File: config.mk
export PLATFORM = sky130hd
export DESIGN_NAME = sonar_ranger
export DESIGN_NICKNAME = d
export VERILOG_FILES = /design/src/rtl/sonar_ranger.sv
export SDC_FILE = /design/constraint.sdc
export NUM_CORES = 1
export LEC_CHECK = 0
export CAP_MARGIN = 30
export CORE_UTILIZATION = 30
export DETAILED_ROUTE_END_ITERATION = 7
export PLACE_DENSITY_LB_ADDON = 0.15
export SYNTH_ARGS = -nofsm -noshare
export SYNTH_HDL_FRONTEND = slang
export SYNTH_SLANG_ARGS = --single-unit
File: constraint.sdc
create_clock -name clk -period 2.55 [get_ports clk]
set_clock_uncertainty 0.1 [all_clocks]
set_input_delay 0.6375 -clock clk [delete_from_list [all_inputs] [get_ports clk]]
set_output_delay 0.6375 -clock clk [all_outputs]
set_load 0.02 [all_outputs]
File: src/rtl/sonar_ranger.sv
// sonar_ranger: two-channel HC-SR04 style trigger/echo timing core.
// Optional macro SONAR_CM_EN reports range_data in cm instead of us.
module sonar_ranger #(
    parameter int CLK_FREQUENCY = 60_000_000,
    parameter int TRIG_US       = 10,
    parameter int ECHO_WAIT_US  = 30000,
    parameter int MAX_ECHO_US   = 30000,
    parameter int HOLDOFF_US    = 20000
) (
    input  logic        clk,
    input  logic        reset,
    input  logic        en,
    input  logic [1:0]  sonar_echo,
    output logic [1:0]  sonar_trig,
    output logic [15:0] range_data,
    output logic        range_sel,
    output logic        range_timeout,
    output logic        range_valid,
    output logic        busy
);

    localparam int CLK_PER_US = CLK_FREQUENCY / 1_000_000;
    localparam int PW = $clog2(CLK_PER_US);

    localparam logic [PW-1:0] PRE_LAST = PW'(CLK_PER_US - 1);
    localparam logic [15:0] TRIG_LAST = 16'(TRIG_US - 1);
    localparam logic [15:0] WAIT_L    = 16'(ECHO_WAIT_US);
    localparam logic [15:0] MAX_L     = 16'(MAX_ECHO_US);
    localparam logic [15:0] HOLD_L    = 16'(HOLDOFF_US);

    typedef enum logic [2:0] {
        IDLE,
        TRIG,
        WAIT_RISE,
        MEASURE,
        HOLDOFF
    } state_t;

    state_t        state_q;
    logic          sel_q;
    logic [PW-1:0] pre_q, pre_d;
    logic [15:0]   us_q, us_d;
    logic          tick;
    logic [1:0]    sync1_q, echo_s_q;
    logic          echo_cur;
    logic [1:0]    trig_q;
    logic [15:0]   data_q;
    logic          sel_out_q, timeout_q, valid_q, busy_q;
    logic [15:0]   meas_val, sat_val;

    assign echo_cur = echo_s_q[sel_q];

    // Microsecond prescaler and saturating us counter advance values
    always_comb begin
        tick  = (pre_q == PRE_LAST);
        pre_d = tick ? '0 : pre_q + 1'b1;
        us_d  = us_q;
        if (tick && us_q != 16'hFFFF) begin
            us_d = us_q + 16'd1;
        end
    end

    // Two-flop synchronizer on both raw echo pins
    always_ff @(posedge clk) begin
        if (!reset) begin
            sync1_q  <= '0;
            echo_s_q <= '0;
        end else begin
            sync1_q  <= sonar_echo;
            echo_s_q <= sync1_q;
        end
    end

`ifdef SONAR_CM_EN
    logic [5:0]  sub_q, sub_d;
    logic [15:0] cm_q, cm_d;

    // One cm per 58 us of echo; sits at zero outside MEASURE
    always_comb begin
        sub_d = sub_q;
        cm_d  = cm_q;
        if (tick) begin
            if (sub_q == 6'd57) begin
                sub_d = '0;
                cm_d  = cm_q + 16'd1;
            end else begin
                sub_d = sub_q + 6'd1;
            end
        end
    end

    // cm counter state; cleared whenever not measuring
    always_ff @(posedge clk) begin
        if (!reset || state_q != MEASURE) begin
            sub_q <= '0;
            cm_q  <= '0;
        end else begin
            sub_q <= sub_d;
            cm_q  <= cm_d;
        end
    end

    assign meas_val = cm_q;
    assign sat_val  = 16'(MAX_ECHO_US / 58);
`else
    assign meas_val = us_q;
    assign sat_val  = MAX_L;
`endif

    // Ranging FSM: counters restart on every state entry, outputs registered
    always_ff @(posedge clk) begin
        if (!reset) begin
            state_q   <= IDLE;
            sel_q     <= 1'b0;
            pre_q     <= '0;
            us_q      <= '0;
            trig_q    <= '0;
            data_q    <= '0;
            sel_out_q <= 1'b0;
            timeout_q <= 1'b0;
            valid_q   <= 1'b0;
            busy_q    <= 1'b0;
        end else begin
            pre_q   <= pre_d;
            us_q    <= us_d;
            valid_q <= 1'b0;
            unique case (state_q)
                IDLE: begin
                    if (en) begin
                        state_q <= TRIG;
                        pre_q   <= '0;
                        us_q    <= '0;
                        trig_q  <= sel_q ? 2'b10 : 2'b01;
                        busy_q  <= 1'b1;
                    end
                end
                TRIG: begin
                    if (tick && us_q == TRIG_LAST) begin
                        state_q <= WAIT_RISE;
                        pre_q   <= '0;
                        us_q    <= '0;
                        trig_q  <= '0;
                    end
                end
                WAIT_RISE: begin
                    if (echo_cur) begin
                        state_q <= MEASURE;
                        pre_q   <= '0;
                        us_q    <= '0;
                    end else if (us_q == WAIT_L) begin
                        state_q   <= HOLDOFF;
                        pre_q     <= '0;
                        us_q      <= '0;
                        data_q    <= '0;
                        sel_out_q <= sel_q;
                        timeout_q <= 1'b1;
                        valid_q   <= 1'b1;
                    end
                end
                MEASURE: begin
                    if (us_q == MAX_L) begin
                        state_q   <= HOLDOFF;
                        pre_q     <= '0;
                        us_q      <= '0;
                        data_q    <= sat_val;
                        sel_out_q <= sel_q;
                        timeout_q <= 1'b1;
                        valid_q   <= 1'b1;
                    end else if (!echo_cur) begin
                        state_q   <= HOLDOFF;
                        pre_q     <= '0;
                        us_q      <= '0;
                        data_q    <= meas_val;
                        sel_out_q <= sel_q;
                        timeout_q <= 1'b0;
                        valid_q   <= 1'b1;
                    end
                end
                HOLDOFF: begin
                    if (us_q == HOLD_L) begin
                        state_q <= IDLE;
                        pre_q   <= '0;
                        us_q    <= '0;
                        sel_q   <= ~sel_q;
                        busy_q  <= 1'b0;
                    end
                end
                default: begin
                    state_q <= IDLE;
                    trig_q  <= '0;
                    busy_q  <= 1'b0;
                end
            endcase
        end
    end

    assign sonar_trig    = trig_q;
    assign range_data    = data_q;
    assign range_sel     = sel_out_q;
    assign range_timeout = timeout_q;
    assign range_valid   = valid_q;
    assign busy          = busy_q;

endmodule
==> out/metrics.yaml <==
power.total_mw: 1.945
stdcell_area_um2: 2870
clockRootBuffer: "clkbuf_8"
drv_cap: 0
dpl_cell_area_um2: 2776
antenna_found_initial: 0
drive_gt1_frac: 0.1267
worst_pin_slew_ns: 0.8178
rrSetupSlack_ns: 0.24
slew_viol_final: 0
diodes: 0
synth_cell_types: 46
synth_fp_nets: 264
met1_usage: 0.1801
crit_family: "compound AO/OA/AOI/OAI gates"
vdd_ir_drop_max_mv: 0.2218
arrival_ns: 2.46
period_minus_slack_ns: 2.315
reg2reg_from: "meas_val[3]"
cp-start-kind: "flop"
first_iter_violations: 112
grt_max_degree: 18
io-pin-count: 27
clk_path_buf_depth: 2
r2r_cells: 5
synth.largest_area_cell: "dfxtp_1"
cts_inserted_buffers: 5
track_usage: 0.1419
layout.nets: 300
drt-total-wl_mm: 5.433
cp_cell_sequence: "and4b_1, and3_2, a31o_2, a31oi_2, a22o_1"
synth_enable_flop_cells: 0
min_path_type: "reg2reg"
timing.fmax_mhz: 432.1
grt_pass1_vias: 1863
cts.sinks: 52
synth_common_cells: "52 x dfxtp_1, 35 x nor2_1, 16 x a22o_1, 15 x xnor2_1, 14 x nand2_1"
synth_top_area_frac: 0.4488
synth_area_per_cell_um2: 9.097
avgRoutedWirePerCell_um: 13.90
grt_use_met2: 0.2359
netlist_area_um2: 2320
status: "complete, no violations"
cellPowerDensity_nw_per_um2: 677.5
cp_max_fo: 16
area_delta_synth_final_pct: 23.73
grt_busiest_layer: "met2"
async_flop_share: 0
cts_htree_levels: 2
rsz0062_at_grt: "no"
ys.flop_type: "dfxtp_1"
clock_latency_ns: 0.31
min_from: "sync1_q[1]"
synth_cells: 255
min_to: "echo_s_q[1]"
grt_pass1_wl_mm: 9.197
hpwlAfterDp_mm: 3.901
yosysSeqAreaShare: 0.4488
ys_top_cells_by_area: "dfxtp_1 45%, a22o_1 6.0%, nor2_1 5.7%, xnor2_1 5.7%, nand2_1 2.3%"
hold_depth: 1
rows: 31
initial_core_util: 0.3148
path_clk_slew_ns: 0.09
timing.rr.end: "range_data[2]"
slowest_delay_ns: 0.69
path_class: "reg2reg"
core_um2: 7370
setup_viol: 0
dieArea_um2: 8088
hold-worst-slack_ns: 0.3392
port_buffers: 26
die_y_um: 89.94
die_x_um: 89.94
cts_tree: "built"
layout_worst_path_cycle_share: 0.9077
relSlewSlack: 0.4531
place.gp.congestion: 0.7885
cp_num_buf_inv: 0
required_ns: 2.69
synth_most_common_cell: "dfxtp_1"
end_kind: "flop"
hold_viol: 0
slowest_stage: "a31oi_2"
drt_first_pass_iters: 4
drc: 0
avgViaCountPerCell: 4.941
tns_ns: 0
use_met3: 0.03046
ant_nets: 0
power.leakage_nw: 1.010
grt_overflow_total: 0
synth_seq_cells: 52
num_vias: 1932
yosys_warnings: 0
[power by group]
group	switching, mW	internal (mW)	total (mW)	leakage [nW]
sequential	0.0496	0.864	0.914	0.421
combinational	0.307	0.228	0.535	0.538
clock	0.278	0.218	0.495	0.0510
total	0.635	1.31	1.94	1.01
[worst register-to-register path, cell delays in order, from the launching register on]
cell	delay, ns
dfxtp_1	0.43
and4b_1	0.21
and3_2	0.27
a31o_2	0.30
a31oi_2	0.69
a22o_1	0.26
[cells in the final DEF, fill, tap and decap left out, types with 4 or more instances in the layout]
cell type	netlist	final
ha_1	4	4
buf_4	0	16
nand2_1	14	14
a22o_1	16	16
nand3_1	10	10
xnor2_1	15	15
dfxtp_1	52	52
inv_1	4	4
and2_1	5	5
nand4_1	8	8
nor4_1	6	6
clkbuf_8	0	6
nor2_1	35	35
o21ai_0	7	7
clkdlybuf4s50_1	0	26
nor3_1	9	9
a21oi_1	10	10
[layer usage]
layer,routed length [um],part of all wire
met1,2590,0.48
met2,2553,0.47
met3,221,0.041
met4,67,0.012
met5,0,0
[worst max path at each step]
stage / startpoint / end / slack, ns / cells after the start
final: meas_val[3] / range_data[2] / 0.24 / 5
after global routing: meas_val[7] / range_data[10] / 0.05 / 5
after CTS: meas_val[7] / range_data[10] / 0.15 / 5
after global placement: reset / range_data[8] / 0.12 / 4
after floorplan: sel_q / meas_val[12] / 0.28 / 6
after detailed placement: reset / range_data[4] / 0.14 / 4
[through the flow]
stage	util	instances	setup WS, ns
3_3_place_gp	0.3767	383	0.1201
4_1_cts	0.3893	391	0.1514
3_5_place_dp	0.3767	383	0.1359
6_report	0.3895	391	0.2355
2_1_floorplan	-	255	0.2770
5_1_grt	0.3895	391	0.05305
[state kept, by name, indices dropped and copies added (netlist names)]
signal / cells
state_q: 3
pre_q: 6
sel_q: 1
range_data: 16
echo_s_q: 2
meas_val: 16
range_sel: 1
range_valid: 1
busy: 1
sonar_trig: 2
range_timeout: 1
sync1_q: 2
[what timing repair did]
item,CTS,global route
resized for setup,0,1
setup buffers,0,0
endpoints found under the setup margin,0,10
hold buffers,0,0
[cells by family (layout without fill, tap and decap cells)]
group,Yosys count,after routing,share of synthesized area
buffers and inverters,19,56,0.03722
AO/OA/AOI/OAI,49,49,0.1624
flip-flops,52,52,0.4488
XOR/XNOR,18,18,0.06796
AND/OR/NAND/NOR,111,111,0.2535
multiplexers,2,2,0.008630
adder cells (fa/ha/maj),4,4,0.02158
[area by class of cell]
class,count,area [um^2]
Clock buffer,6,82.58
Clock inverter,2,10.01
Fill cell,759,4499
Inverter,5,18.77
Multi-Input combinational cell,184,1194
Sequential cell,52,1041
Tap cell,99,123.9
Timing Repair Buffer,43,400.4
Note: power is estimated with default switching activity, not from simulation.
